### src/rtl/seq_div.sv
// seq_div: fixed-latency restoring divider, one quotient bit per clock.
// Latency from the accepting edge to valid is WIDTH+1 cycles, independent of operand values.
// Optional feature: define DIV_SIGNED_EN for two's-complement operands with truncating
// division. Without it, operands are unsigned and no sign logic is built.
module seq_div #(
    parameter int unsigned WIDTH = 32
) (
    input  logic             clock,
    input  logic             reset_n,
    input  logic             start,
    input  logic [WIDTH-1:0] dividend,
    input  logic [WIDTH-1:0] divisor,
    output logic             busy,
    output logic             valid,
    output logic [WIDTH-1:0] quot,
    output logic [WIDTH-1:0] rem,
    output logic             div0
);

    localparam logic [1:0] StIdle = 2'd0;
    localparam logic [1:0] StCalc = 2'd1;
    localparam logic [1:0] StFix  = 2'd2;
    localparam logic [1:0] StDone = 2'd3;

    localparam int unsigned     CntW    = $clog2(WIDTH + 1);
    localparam logic [CntW-1:0] CntLoad = CntW'(WIDTH);
    localparam logic [CntW-1:0] CntOne  = CntW'(1);
    localparam logic [WIDTH-1:0] One    = WIDTH'(1);

    // Control state
    logic [1:0]      state_q, state_d;
    logic [CntW-1:0] cnt_q, cnt_d;

    // Datapath state. The partial remainder is conceptually WIDTH+1 bits, but its top bit
    // is provably zero after every iteration (R < D), so only WIDTH bits are stored.
    logic [WIDTH-1:0] rem_part_q, rem_part_d;
    logic [WIDTH-1:0] shift_q, shift_d;
    logic [WIDTH-1:0] dvs_q, dvs_d;
    logic             zero_q, zero_d;
`ifdef DIV_SIGNED_EN
    logic             neg_dvd_q, neg_dvd_d;
    logic             neg_dvs_q, neg_dvs_d;
`endif

    // Result registers
    logic [WIDTH-1:0] quot_q, quot_d;
    logic [WIDTH-1:0] rem_q, rem_d;
    logic             div0_q, div0_d;

    logic             accept;
    logic [WIDTH-1:0] dvd_mag;
    logic [WIDTH-1:0] dvs_mag;
    logic [WIDTH:0]   trial_shift;
    logic [WIDTH:0]   trial_diff;

    assign accept = start && ((state_q == StIdle) || (state_q == StDone));

    // Operand magnitudes taken on capture
    always_comb begin
        dvd_mag = dividend;
        dvs_mag = divisor;
`ifdef DIV_SIGNED_EN
        if (dividend[WIDTH-1]) dvd_mag = ~dividend + One;
        if (divisor[WIDTH-1])  dvs_mag = ~divisor + One;
`endif
    end

    // One restoring step: shift in the next dividend bit and try to subtract the divisor
    always_comb begin
        trial_shift = {rem_part_q, shift_q[WIDTH-1]};
        trial_diff  = trial_shift - {1'b0, dvs_q};
    end

    // Next-state and iteration counter
    always_comb begin
        state_d = state_q;
        cnt_d   = cnt_q;
        case (state_q)
            StIdle: begin
                if (accept) begin
                    state_d = StCalc;
                    cnt_d   = CntLoad;
                end
            end
            StCalc: begin
                cnt_d = cnt_q - CntOne;
                if (cnt_q == CntOne) state_d = StFix;
            end
            StFix: begin
                state_d = StDone;
            end
            StDone: begin
                if (accept) begin
                    state_d = StCalc;
                    cnt_d   = CntLoad;
                end else begin
                    state_d = StIdle;
                end
            end
            default: begin
                state_d = StIdle;
            end
        endcase
    end

    // Operand capture and shift/subtract datapath
    always_comb begin
        rem_part_d = rem_part_q;
        shift_d    = shift_q;
        dvs_d      = dvs_q;
        zero_d     = zero_q;
`ifdef DIV_SIGNED_EN
        neg_dvd_d  = neg_dvd_q;
        neg_dvs_d  = neg_dvs_q;
`endif
        if (accept) begin
            rem_part_d = '0;
            shift_d    = dvd_mag;
            dvs_d      = dvs_mag;
            zero_d     = (divisor == '0);
`ifdef DIV_SIGNED_EN
            neg_dvd_d  = dividend[WIDTH-1];
            neg_dvs_d  = divisor[WIDTH-1];
`endif
        end else if (state_q == StCalc) begin
            if (trial_diff[WIDTH]) begin
                // Subtraction would go negative: restore and shift in a 0
                rem_part_d = trial_shift[WIDTH-1:0];
                shift_d    = {shift_q[WIDTH-2:0], 1'b0};
            end else begin
                rem_part_d = trial_diff[WIDTH-1:0];
                shift_d    = {shift_q[WIDTH-2:0], 1'b1};
            end
        end
    end

    // Final sign adjustment and divide-by-zero override, loaded on the FIX->DONE edge
    always_comb begin
        quot_d = quot_q;
        rem_d  = rem_q;
        div0_d = div0_q;
        if (state_q == StFix) begin
            quot_d = shift_q;
            rem_d  = rem_part_q;
`ifdef DIV_SIGNED_EN
            if (neg_dvd_q ^ neg_dvs_q) quot_d = ~shift_q + One;
            if (neg_dvd_q)             rem_d  = ~rem_part_q + One;
`endif
            // With a zero divisor every step succeeds, so the quotient is all ones and the
            // remainder is the dividend magnitude; the sign restore above turns that back
            // into the original dividend. The quotient is forced so the sign rule cannot
            // touch it.
            if (zero_q) quot_d = '1;
            div0_d = zero_q;
        end
    end

    // Control registers
    always_ff @(posedge clock or negedge reset_n) begin
        if (!reset_n) begin
            state_q <= StIdle;
            cnt_q   <= '0;
        end else begin
            state_q <= state_d;
            cnt_q   <= cnt_d;
        end
    end

    // Datapath registers
    always_ff @(posedge clock or negedge reset_n) begin
        if (!reset_n) begin
            rem_part_q <= '0;
            shift_q    <= '0;
            dvs_q      <= '0;
            zero_q     <= 1'b0;
`ifdef DIV_SIGNED_EN
            neg_dvd_q  <= 1'b0;
            neg_dvs_q  <= 1'b0;
`endif
        end else begin
            rem_part_q <= rem_part_d;
            shift_q    <= shift_d;
            dvs_q      <= dvs_d;
            zero_q     <= zero_d;
`ifdef DIV_SIGNED_EN
            neg_dvd_q  <= neg_dvd_d;
            neg_dvs_q  <= neg_dvs_d;
`endif
        end
    end

    // Result registers, held between divisions
    always_ff @(posedge clock or negedge reset_n) begin
        if (!reset_n) begin
            quot_q <= '0;
            rem_q  <= '0;
            div0_q <= 1'b0;
        end else begin
            quot_q <= quot_d;
            rem_q  <= rem_d;
            div0_q <= div0_d;
        end
    end

    assign busy  = (state_q == StCalc) || (state_q == StFix);
    assign valid = (state_q == StDone);
    assign quot  = quot_q;
    assign rem   = rem_q;
    assign div0  = div0_q;

endmodule

### config.mk
export PLATFORM = sky130hd
export DESIGN_NAME = seq_div
export DESIGN_NICKNAME = d
export VERILOG_FILES = /design/src/rtl/seq_div.sv
export SDC_FILE = /design/constraint.sdc
export NUM_CORES = 1
export LEC_CHECK = 0
export CAP_MARGIN = 20
export CORE_MARGIN = 1
export CORE_UTILIZATION = 42
export CTS_CLUSTER_DIAMETER = 60
export DETAILED_ROUTE_END_ITERATION = 7
export MAX_ROUTING_LAYER = met4
export SYNTH_ARGS = -nofsm -noshare
export SYNTH_HDL_FRONTEND = slang
export SYNTH_SLANG_ARGS = --single-unit
export TNS_END_PERCENT = 1
### constraint.sdc
create_clock -name clock -period 7.6 [get_ports clock]
set_input_delay 0.76 -clock clock [delete_from_list [all_inputs] [get_ports clock]]
set_output_delay 0.76 -clock clock [all_outputs]
set_load 0.02 [all_outputs]
Word-level counts from Yosys, hierarchy flattened
Index checks and enable logic that the tools add are counted.
{"block": "classes", "eq_ne": 7, "n_reduce_logical": 10, "n_mux": 13, "addsub": 2}
{"op": "32-bit two-way mux", "n": 6}
{"op": "33-bit by 32-bit subtractor with 33-bit output", "n": 1}
{"op": "32-bit zero test", "n": 1}
{"op": "6-bit case mux with 2 select lines", "n": 1}
{"op": "2-bit case mux with 4 select lines", "n": 1}
{"op": "6-bit by 1-bit == test with 1-bit output, second input constant", "n": 1}
{"op": "6-bit two-way mux", "n": 1}
{"op": "6-bit by 1-bit subtractor with 6-bit output, second input constant", "n": 1}
{"op": "2-bit == test, second input constant", "n": 2}
{"op": "2-bit two-way mux", "n": 2}
{"op": "2-bit != test, second input constant", "n": 2}
{"op": "2-bit AND reduction", "n": 2}
{"op": "2-bit nonzero test", "n": 2}
{"op": "2-bit by 1-bit == test with 1-bit output, second input constant", "n": 1}
{"op": "2-bit zero test", "n": 1}
{"op": "1-bit logical OR", "n": 2}
{"op": "1-bit two-way mux", "n": 2}
{"op": "2-bit by 1-bit != test with 1-bit output, second input constant", "n": 1}
{"op": "2-bit OR reduction", "n": 1}
{"op": "1-bit logical AND", "n": 1}
{"block": "word_totals", "input_bits": 67, "regBits": 170}

Depth between registers and ports, before layout
{"block": "logic_depth", "depth_word": 5, "mapped_depth": 14, "depth_no_buf": 13}

Worst setup path after synthesis
OpenSTA, ideal clock, no wires.
{"block": "synth_timing", "path_type": "reg2reg", "start": "register shift_q[31]", "end": "register rem_part_q[20]", "arrival_time_ns": 2.936, "required_time_ns": 7.463, "synth_period_minus_slack_ns": 3.073, "setup_ns": 0.137, "path_slack_ns": 4.527, "stages_incl_launch_ff": 15, "cell_sequence": "dfrtp_1 > inv_1 > ha_1 > inv_1 > fa_1 > a211o_1 > a211oi_2 > o2bb2ai_1 > a21oi_2 > nand3_2 > a31oi_4 > xnor2_4 > buf_2 > mux2i_1 > a21oi_1"}
{"block": "synth_between", "elab_chain_cells": 4}
{"item": "start: declaration", "line": "37", "text": "logic [WIDTH-1:0] shift_q, shift_d;"}
{"item": "start signal: assignment", "line": "182", "text": "shift_q <= shift_d;"}
{"item": "33-bit by 32-bit subtractor with 33-bit output", "line": "71", "text": "trial_diff = trial_shift - {1'b0, dvs_q};"}
{"item": "32-bit two-way mux", "line": "126", "text": "if (trial_diff[WIDTH]) begin"}
{"item": "32-bit two-way mux", "line": "125", "text": "end else if (state_q == StCalc) begin"}
{"item": "32-bit two-way mux", "line": "116", "text": "if (accept) begin"}
{"item": "end signal: assignment", "line": "181", "text": "rem_part_q <= rem_part_d;"}
{"item": "end: declaration", "line": "36", "text": "logic [WIDTH-1:0] rem_part_q, rem_part_d;"}
No other way between the ends. The select of a mux whose other input is x is not followed.
A chain may end at the register's enable or synchronous reset.

Worst setup path after layout
{"block": "layout_timing", "start": "register shift_q[31]", "end": "register rem_part_q[27]"}
Same word-level chain as after synthesis.

==> flow_summary.ini <==
[global_routing]
grt_max_degree = 105
track_usage_pct = 21.5
grt_pass1_wl_microns = 36200
grt_pass1_vias = 7003
gr-total-overflow = 0
antenna_found_initial = 0

[synthesis]
netlist_top_cells_area = dfrtp_1 (47%), o21ai_0 (6.2%), nand2_1 (5.4%)
yosysWarnings = 0
synth_top_area_share_pct = 47.2
syn_inst = 964
syn_area_per_cell_sq_um = 9.35
syn_area_sq_um = 9020
syn-num-nets = 1070
synth_top_cell_by_area = dfrtp_1
ys_ff_latch = 170
yosys.cell_count.top_type = dfrtp_1
synthTopCellsByCount = dfrtp_1 (170), nand2_1 (129), o21ai_0 (111)
synth_ff_type = dfrtp_1
ys_async_sr_fraction_pct = 100
ys_seq_area_share_pct = 47.2
synth_enable_flop_cells = 0
yosysUniqueCellTypes = 62

[sta]
fmax_ghz = 0.284
finalMaxSlewViolations = 0
tightest_slew_ns = 1.03
period_needed_ns = 3.52
finalCritPeriodShare_pct = 46.3
max_slew_margin_pct = 31.0
rsz0062_at_grt = false
hold_viol = 0
setup_viol = 0
holdWs_ns = 0.405
finalSetupTns_ns = 0
fin_worst_skew_ns = 0.0144

[cts]
cts_hold_buf = 0
cts_buffer_depth = 2
post-cts-setup-buffer-count = 0
cts_num_sinks = 170
clk-insertion-delay-late_ns = 0.44
htree_levels = 4
cts_buffers = 17
cts_tree = yes
cts-root-buf = clkbuf_16
clk_pin_slew_ns = 0.07
cts_resized = 0

[routing]
route.detailed.drc = 0
route.detailed.wl_per_inst_microns = 16.3
ant_nets = 0
wl_microns = 22000
drt-pass1-iter-count = 5
avgViaCountPerCell = 5.32
vias = 7173
drtIter0Drc = 429

[cells_and_area]
fillers = 1965
multi_input_area_sq_um = 4390
regArea_sq_um = 4250
final_nets = 1167
utilization_pct = 53.1
drive_gt1_share_pct = 8.01
design_area_sq_um = 11200
antenna_cells = 0
area_growth_pct = 23.9

[power]
max-vdd-ir-drop_v = 0.000229
cellInternalPower_w = 0.00336
power.leakage_nw = 4.85
p_sw_w = 0.00275
p_per_area_nw_per_um2 = 547
p_seq_share_pct = 27.0
pwr-share-clk_pct = 14.6
sw_frac_of_total_pct = 45.0
pwr-share-comb_pct = 58.5
finalPower_w = 0.00611

[critical_path]
critPathCapture = rem_part_q[27]
path_max_fanout = 14
worstRegToRegCells = 14
r2r-start = shift_q[31]
r2r_slack_ns = 4.08
cp.arrival_ns = 3.83
critPathCaptureType = flip-flop
crit_type = flip-flop to flip-flop
cp.required_ns = 7.91
crit_start = shift_q[31]
r2r-end = rem_part_q[27]
critPathLaunchType = flip-flop

[run]
drv_cap = 0

[floorplanning]
design.die.area_sq_um = 22100
start_util_pct = 42.9
dieWidth_microns = 149
rows = 53
coreArea_sq_um = 21000
top_level_ports = 134
die_y_microns = 149

[placement]
placed_cell_area_sq_um = 10500
gp_congestion = 0.847
io_buffers = 133
hpwl_microns = 14700

[min_path]
hp-class = primary input to async pin

[status]
outcome = finished, final reports clean
## power groups by stage
stage          clock network [W]  registers (W)  logic (W)
4_1_cts                 0.000908        0.00165    0.00358
3_5_place_dp                   0        0.00166    0.00354
3_3_place_gp                   0        0.00166    0.00351
5_1_grt                 0.000951        0.00171    0.00400
6_report                0.000890        0.00165    0.00357
2_1_floorplan                  0        0.00177    0.00243
## metrics by stage
| stage | worst slack [ns] | instances |
|---|---|---|
| 6_report | 4.08 | 1349 |
| 5_1_grt | 3.75 | 1349 |
| 4_1_cts | 4.07 | 1347 |
| 3_5_place_dp | 4.08 | 1315 |
| 3_3_place_gp | 4.19 | 1315 |
| 2_1_floorplan | 4.53 | 964 |
## worst max-delay path: stages (launching register included)
cell,delay (ns)
dfrtp_1,0.41
inv_1,0.07
ha_1,0.16
inv_1,0.05
fa_1,0.41
a211o_1,0.34
a211oi_2,0.29
o2bb2ai_1,0.16
a21oi_2,0.21
nand3_2,0.16
a31oi_4,0.27
xnor2_2,0.26
buf_4,0.28
a41oi_1,0.22
o21ai_0,0.11
## layout by cell type (no fill, tap or decap), types with 6 or more instances in the layout
cell type        count
nor3b_1              6
clkbuf_16           17
nor4_1              12
o21a_1               7
ha_1                36
dfrtp_1            170
clkdlybuf4s50_1    132
buf_4                6
o21bai_1             6
nor3_1               7
nand3_1             13
mux2i_1             36
a21oi_1             64
mux2_2              33
a31oi_1             25
inv_1               43
a21o_1              15
nand2_1            129
xor2_1              13
nand4_1             14
xnor2_1             16
o21ai_0            111
nor2_1              78
## sequential cells by signal (all words and copies together) (netlist names)
register,cells
dvs_q,32
quot,32
rem,32
rem_part_q,32
shift_q,32
cnt_q,6
state_q,2
div0,1
zero_q,1
## layout make-up
type	count	share of cell area (%)
multi-input combinational	688	39.3
sequential	170	38.1
timing repair buffer	141	12.8
clock buffer	18	3.84
tap	275	3.08
clock inverter	14	1.44
inverter	43	1.44
## cells by family (layout without fill, tap and decap cells)
family | Yosys count | after routing | synth area share [%]
xor+xnor | 31 | 31 | 3.30
flops | 170 | 170 | 47.2
compound gates | 267 | 267 | 17.6
simple gates | 282 | 282 | 13.8
buf+inv | 106 | 216 | 4.54
fa+ha+maj | 39 | 39 | 5.49
mux | 69 | 69 | 8.12
## per-layer routing
metal,vias up,track usage [%],share of wire (%)
met5,-,-,0
met4,0,6.08,1.2
met3,21,3.40,3.5
met2,146,33.1,46
met1,3426,29.2,49
li1,3580,-,-
## worst min path at each step
stage | startpoint | endpoint | slack, ns | cells after the start
6_report | reset_n | cnt_q[3] | 0.41 | 1
3_3_place_gp | dvs_q[0] | dvs_q[0] | 0.47 | 2
5_1_grt | reset_n | cnt_q[1] | 0.48 | 1
3_5_place_dp | zero_q | zero_q | 0.48 | 2
4_1_cts | reset_n | cnt_q[3] | 0.46 | 1
2_1_floorplan | dvs_q[0] | dvs_q[0] | 0.45 | 2
(Power assumes the default switching activity.)
